<file path="src/rtl/issue_ctrl.sv">
`default_nettype none
// ============================================================================
// Module      : issue_ctrl
// Description : Dispatch controller between the instruction queue/decoder and
//               the back-end buffers (ROB, reservation station, store/load
//               buffer). Tracks free-entry credits for each buffer, decides
//               every cycle whether the decoded head instruction may issue,
//               and sequences the blocked window that follows a mispredict
//               flush.
// Ports       : clk, rst (async, active-high)
//               rdy                       - global enable, freezes all state
//               flush                     - mispredict flush level from ROB
//               is_empty_from_instr_queue - head of instruction queue invalid
//               is_sl_from_dc             - head is load/store (SLB) else RS
//               rob/rs/slb_release        - one entry freed in that buffer
//               pop_to_instr_queue        - head consumed (== issue)
//               issue_to_rob/rs/slb       - allocation strobes
//               stall                     - head valid but not issued
//               rob_credit                - free ROB entries
//               perf_issue_cnt/perf_stall_cnt (ISSUE_PERF_CNT_EN only)
// Options     : define ISSUE_PERF_CNT_EN to add the 32-bit issue/stall
//               performance counters.
// Revision    : 1.0 - initial release
// ============================================================================
module issue_ctrl #(
    parameter int ROB_DEPTH      = 16,
    parameter int RS_DEPTH       = 16,
    parameter int SLB_DEPTH      = 16,
    parameter int CNT_WIDTH      = 5,
    parameter int RECOVER_CYCLES = 2
) (
    input  logic                 clk,
    input  logic                 rst,
    input  logic                 rdy,
    input  logic                 flush,
    input  logic                 is_empty_from_instr_queue,
    input  logic                 is_sl_from_dc,
    input  logic                 rob_release,
    input  logic                 rs_release,
    input  logic                 slb_release,
    output logic                 pop_to_instr_queue,
    output logic                 issue_to_rob,
    output logic                 issue_to_rs,
    output logic                 issue_to_slb,
    output logic                 stall,
    output logic [CNT_WIDTH-1:0] rob_credit
`ifdef ISSUE_PERF_CNT_EN
    ,
    output logic [31:0]          perf_issue_cnt,
    output logic [31:0]          perf_stall_cnt
`endif
);

    localparam logic [CNT_WIDTH-1:0] c_ROB_FULL = CNT_WIDTH'(ROB_DEPTH);
    localparam logic [CNT_WIDTH-1:0] c_RS_FULL  = CNT_WIDTH'(RS_DEPTH);
    localparam logic [CNT_WIDTH-1:0] c_SLB_FULL = CNT_WIDTH'(SLB_DEPTH);
    localparam logic [CNT_WIDTH-1:0] c_ONE      = CNT_WIDTH'(1);

    // Issue is blocked for RECOVER_CYCLES cycles after flush falls. The first
    // of those is the FLUSH state itself (credits being refilled), so RECOVER
    // only has to cover the remaining RECOVER_CYCLES-1 cycles. With one or
    // zero cycles requested there is nothing left for RECOVER to do.
    localparam bit          c_HAS_RECOVER = (RECOVER_CYCLES > 1);
    localparam int          c_REC_W       = (RECOVER_CYCLES > 2) ? $clog2(RECOVER_CYCLES) : 1;
    localparam logic [c_REC_W-1:0] c_REC_LOAD =
        c_REC_W'((RECOVER_CYCLES > 1) ? RECOVER_CYCLES - 1 : 0);
    localparam logic [c_REC_W-1:0] c_REC_ONE  = c_REC_W'(1);

    typedef enum logic [1:0] {
        ST_RUN     = 2'd0,
        ST_FLUSH   = 2'd1,
        ST_RECOVER = 2'd2
    } state_t;

    state_t               r_state;
    state_t               w_state_next;
    logic [c_REC_W-1:0]   r_rec_cnt;
    logic [c_REC_W-1:0]   w_rec_next;
    logic [c_REC_W-1:0]   w_rec_dec;

    logic [CNT_WIDTH-1:0] r_rob_credit;
    logic [CNT_WIDTH-1:0] r_rs_credit;
    logic [CNT_WIDTH-1:0] r_slb_credit;

    logic                 w_buf_ok;
    logic                 w_can_issue;
    logic                 w_stall;
    logic                 w_refill;

    // Credit step: one entry taken on issue, one returned on release.
    // A release into an already-full buffer is a protocol violation and is
    // absorbed so the counter never exceeds the buffer depth.
    function automatic logic [CNT_WIDTH-1:0] f_credit_next(
        input logic [CNT_WIDTH-1:0] cur,
        input logic                 take,
        input logic                 give,
        input logic [CNT_WIDTH-1:0] full
    );
        logic [CNT_WIDTH-1:0] nxt;
        nxt = cur;
        if (take && !give) begin
            nxt = cur - c_ONE;
        end else if (give && !take && (cur != full)) begin
            nxt = cur + c_ONE;
        end
        return nxt;
    endfunction

    // ------------------------------------------------------------------
    // Issue decision (zero latency). rst gates the strobes so the outputs
    // drop the moment reset is asserted, not at the next clock edge.
    // ------------------------------------------------------------------
    always_comb begin
        w_buf_ok    = is_sl_from_dc ? (r_slb_credit != '0) : (r_rs_credit != '0);
        w_can_issue = !rst && rdy && (r_state == ST_RUN) && !flush &&
                      !is_empty_from_instr_queue && (r_rob_credit != '0) && w_buf_ok;
        w_stall     = !rst && rdy && !is_empty_from_instr_queue && !w_can_issue;
    end

    assign pop_to_instr_queue = w_can_issue;
    assign issue_to_rob       = w_can_issue;
    assign issue_to_rs        = w_can_issue && !is_sl_from_dc;
    assign issue_to_slb       = w_can_issue && is_sl_from_dc;
    assign stall              = w_stall;
    assign rob_credit         = r_rob_credit;

    // Back-end buffers are emptied by the same flush, so credits snap back to
    // full both while flush is high and during the FLUSH state that follows.
    assign w_refill  = flush || (r_state == ST_FLUSH);
    assign w_rec_dec = r_rec_cnt - c_REC_ONE;

    // ------------------------------------------------------------------
    // Flush / recovery sequencing
    // ------------------------------------------------------------------
    always_comb begin
        w_state_next = r_state;
        w_rec_next   = r_rec_cnt;
        case (r_state)
            ST_RUN: begin
                if (flush) begin
                    w_state_next = ST_FLUSH;
                end
            end
            ST_FLUSH: begin
                if (!flush) begin
                    if (c_HAS_RECOVER) begin
                        w_state_next = ST_RECOVER;
                        w_rec_next   = c_REC_LOAD;
                    end else begin
                        w_state_next = ST_RUN;
                    end
                end
            end
            ST_RECOVER: begin
                if (flush) begin
                    w_state_next = ST_FLUSH;
                end else if (w_rec_dec == '0) begin
                    // Counter reaching zero ends the blocked window.
                    w_state_next = ST_RUN;
                    w_rec_next   = '0;
                end else begin
                    w_rec_next   = w_rec_dec;
                end
            end
            default: begin
                w_state_next = ST_RUN;
                w_rec_next   = '0;
            end
        endcase
    end

    always_ff @(posedge clk or posedge rst) begin
        if (rst) begin
            r_state      <= ST_RUN;
            r_rec_cnt    <= '0;
            r_rob_credit <= c_ROB_FULL;
            r_rs_credit  <= c_RS_FULL;
            r_slb_credit <= c_SLB_FULL;
        end else if (rdy) begin
            r_state   <= w_state_next;
            r_rec_cnt <= w_rec_next;
            if (w_refill) begin
                r_rob_credit <= c_ROB_FULL;
                r_rs_credit  <= c_RS_FULL;
                r_slb_credit <= c_SLB_FULL;
            end else begin
                r_rob_credit <= f_credit_next(r_rob_credit, w_can_issue, rob_release, c_ROB_FULL);
                r_rs_credit  <= f_credit_next(r_rs_credit, issue_to_rs, rs_release, c_RS_FULL);
                r_slb_credit <= f_credit_next(r_slb_credit, issue_to_slb, slb_release, c_SLB_FULL);
            end
        end
    end

`ifdef ISSUE_PERF_CNT_EN
    // Both strobes already include rdy, so the counters freeze with it.
    logic [31:0] r_perf_issue;
    logic [31:0] r_perf_stall;

    always_ff @(posedge clk or posedge rst) begin
        if (rst) begin
            r_perf_issue <= '0;
            r_perf_stall <= '0;
        end else begin
            if (w_can_issue) begin
                r_perf_issue <= r_perf_issue + 32'd1;
            end
            if (w_stall) begin
                r_perf_stall <= r_perf_stall + 32'd1;
            end
        end
    end

    assign perf_issue_cnt = r_perf_issue;
    assign perf_stall_cnt = r_perf_stall;
`endif

endmodule
`default_nettype wire

</file>
<file path="config.mk">
export PLATFORM = sky130hd
export DESIGN_NAME = issue_ctrl
export DESIGN_NICKNAME = d
export VERILOG_FILES = /design/src/rtl/issue_ctrl.sv
export SDC_FILE = /design/constraint.sdc
export NUM_CORES = 1
export LEC_CHECK = 0
export BUFFER_PORTS_ARGS = -buffer_cell sky130_fd_sc_hd__buf_2
export CORE_AREA = 2 2 55 57
export CTS_BUF_LIST = sky130_fd_sc_hd__clkbuf_16
export CTS_CLUSTER_SIZE = 14
export DETAILED_ROUTE_END_ITERATION = 7
export DIE_AREA = 0 0 57 59
export HOLD_SLACK_MARGIN = 0.15
export MAX_ROUTING_LAYER = met4
export PLACE_DENSITY = 0.84
export RECOVER_POWER = 50
export SYNTH_ARGS = -nofsm -noshare
export SYNTH_HDL_FRONTEND = slang
export SYNTH_SLANG_ARGS = --single-unit
</file>
<file path="constraint.sdc">
create_clock -name clk -period 3.68 [get_ports clk]
set_clock_uncertainty 0.05 [all_clocks]
set_input_delay 0.736 -clock clk [delete_from_list [all_inputs] [get_ports clk]]
set_output_delay 0.736 -clock clk [all_outputs]
set_load 0.1 [all_outputs]
</file>
==> impl_metrics.yaml <==
run_status:
  status: "complete, no violations"
worst_setup_path:
  cp_top_family: "compound AO/OA/AOI/OAI gates"
  worstSetupPathType: "in2reg"
  crit_slowest_cell: "nor4b_4"
  cp_data_required_time_ns: 3.79
  r2r.worst_path.cells: 10
  r2r_setup_slack_ns: 0.54
  cp_cell_sequence: "clkbuf_1 > nor4b_4 > o211ai_4 > or3_1 > inv_1 > ha_1 > a21o_1 > a21oi_1 > mux2i_4 > nor3_2 > a311oi_2"
  critPathMaxStageDelay_ns: 0.40
  reg2reg_from: "rob_credit[1]"
  worst-path-max-fanout: 8
  cp_num_buf_inv: 2
  end_kind: "flop"
  cp_data_arrival_time_ns: 3.37
  r2r-end: "r_slb_credit[4]"
  start_kind: "input port"
placed_design:
  dp_hpwl_mm: 2.52
  dpl_cell_area_um2: 1620
  io_buffers: 18
  place.gp.congestion: 0.862
global_routing:
  grt_max_degree: 19
  overflow: 0
  grt_pass1_wl_mm: 5.80
  antenna_found_initial: 0
  grt_util_all_layers_pct: 22.6
  grt_pass1_vias: 1340
layout:
  layout.nets: 205
  final_common_cell: "inv_1"
  drive_gt1_share_pct: 22.9
  design_area_um2: 1690
  final_cell_mix: "inv_1, nand2_1, buf_2, dfrtp_1, ha_1"
  fillers: 223
  syn_to_final_growth_pct: 15.8
  diodes: 0
drt:
  num_vias: 1268
  ant_nets: 0
  drtPass1Iterations: 4
  wire_per_inst_um: 15.9
  drt_wl_total_mm: 3.35
  drt_iter0_drc: 33
  via_per_inst: 6.04
  drc: 0
cts:
  cts_tree: "yes"
  cts-root-buf: "clkbuf_16"
  numCtsBuffers: 3
  clkTransAtPathRegs_ns: 0.05
  postCtsSetupRepairBufs: 0
  htree_levels: 1
  cts_buffer_depth: 2
  cts_hold_buffers: 0
  clk_latency_ns: 0.25
  cts_resized: 0
  cts_num_sinks: 18
timing:
  hold_slack_ns: 0.479
  worst_pin_slew_ns: 1.16
  clock.fmax_mhz: 307
  setup_violations: 0
  slew_violations: 0
  hold_viol_final: 0
  finalCritPeriodShare_pct: 88.6
  grt_setup_unrepaired: "no"
  timing.final.crit_period_ns: 3.26
  maxSlewHeadroom_pct: 23.2
worst_hold_path:
  hold_depth: 1
  hold_end: "r_slb_credit[2]"
  worstHoldStart: "r_slb_credit[2]"
  hp-class: "reg2reg"
floorplanning:
  dieArea_um2: 3360
  start_util_pct: 53.9
  rows: 19
  core-area_um2: 2710
  dieHeight_um: 59
  io_pins: 19
  die_w_um: 57
yosys:
  yosysTopAreaCellShare_pct: 25.7
  synthArstFlopShare_pct: 100
  yosys.area.top_type: "dfrtp_1"
  syn_nets: 183
  synth-edff-count: 0
  yosysSeqAreaShare_pct: 31.1
  synth-seq-cells: 18
  synth_warnings: 0
  ys_top_cells_by_area: "dfrtp_1, ha_1, dfstp_2"
  synth_flop_cell: "dfrtp_1"
  avgSynthCellArea_um2: 9.25
  ys_types: 45
  syn_area_um2: 1460
  syn_inst: 158
power_and_ir_drop:
  power_density_nw_per_um2: 455
  ir_drop_v: 0.000384
  p_leak_nw: 0.865
run:
  cap_violations: 0
through the flow:
step           total power [mW]  std cells  setup TNS (ns)  utilization (%)  setup WS, ns
6_report                  0.770        210               0             62.5         0.421
4_1_cts                   0.773        210               0             62.6         0.446
3_5_place_dp              0.545        206               0             59.7         0.250
5_1_grt                   0.818        210               0             62.5         0.239
2_1_floorplan             0.477        158          -0.313                -        -0.313
3_3_place_gp              0.524        206               0             59.7         0.375
worst register-to-register path, stage by stage (launching register included):
cell and delay (ns):
dfrtp_1 0.43, or4_4 0.57, o211ai_4 0.33, or3_1 0.19, inv_1 0.07, ha_1 0.32, a21o_1 0.18, a21oi_1 0.30
mux2i_4 0.31, nor3_2 0.06, a311oi_2 0.24
Yosys cell counts (3+ instances only):
cell type and number:
a21o_1 6, ha_1 13, nor2_1 10, fa_1 3, nand2_1 16, dfstp_2 3, o2bb2ai_1 3, inv_1 19
xor2_1 6, a21oi_1 9, dfrtp_1 15, o21ai_0 12
worst max path at each step:
| stage | endpoint | startpoint | cells after the start | slack, ns |
|---|---|---|---|---|
| 2_1_floorplan | stall | rob_credit[3] | 4 | -0.31 |
| 3_3_place_gp | r_slb_credit[4] | rst | 11 | 0.37 |
| 3_5_place_dp | r_slb_credit[4] | flush | 11 | 0.25 |
| 4_1_cts | stall | r_rs_credit[0] | 5 | 0.45 |
| 5_1_grt | r_slb_credit[4] | rst | 11 | 0.24 |
| 6_report | r_slb_credit[4] | rst | 11 | 0.42 |
cell families after synthesis:
logic type,count (synthesis),share of synthesized area (%)
XOR/XNOR,6,3.60
flip-flops,18,31.1
AND/OR/NAND/NOR,44,17.0
multiplexers,3,2.91
adder cells (fa/ha/maj),16,15.2
buffers and inverters,23,6.25
AO/OA/AOI/OAI,48,24.0
metal layers:
layer  wire length [um]  part of all wire [%]  GRT usage, %  up-vias
li1                   -                     -             -      608
met3                169                   5.1          4.80        5
met4                 37                   1.1          7.64        0
met2               1710                    51          39.7       40
met1               1430                    43          25.7      615
met5                  0                     0             -        -
registers in the layout (all words and copies together), names as in the netlist:
signal / flops
r_state: 2
r_rs_credit: 5
r_rec_cnt: 1
rob_credit: 5
r_slb_credit: 5
layout make-up:
cell class | count | area, um^2 | share of cell area [%]
sequential | 18 | 454 | 26.8
inverter | 20 | 75.1 | 4.43
multi-input combinational | 117 | 945 | 55.8
clock buffer | 3 | 75.1 | 4.43
clock inverter | 1 | 3.75 | 0.222
tap | 31 | 38.8 | 2.29
timing repair buffer | 20 | 101 | 5.99
report_power, final:
group	switching (mW)	internal (mW)
sequential	0.0318	0.227
clock	0.0760	0.144
combinational	0.195	0.0951
total	0.303	0.467
Note: power is estimated with default switching activity, not from simulation.
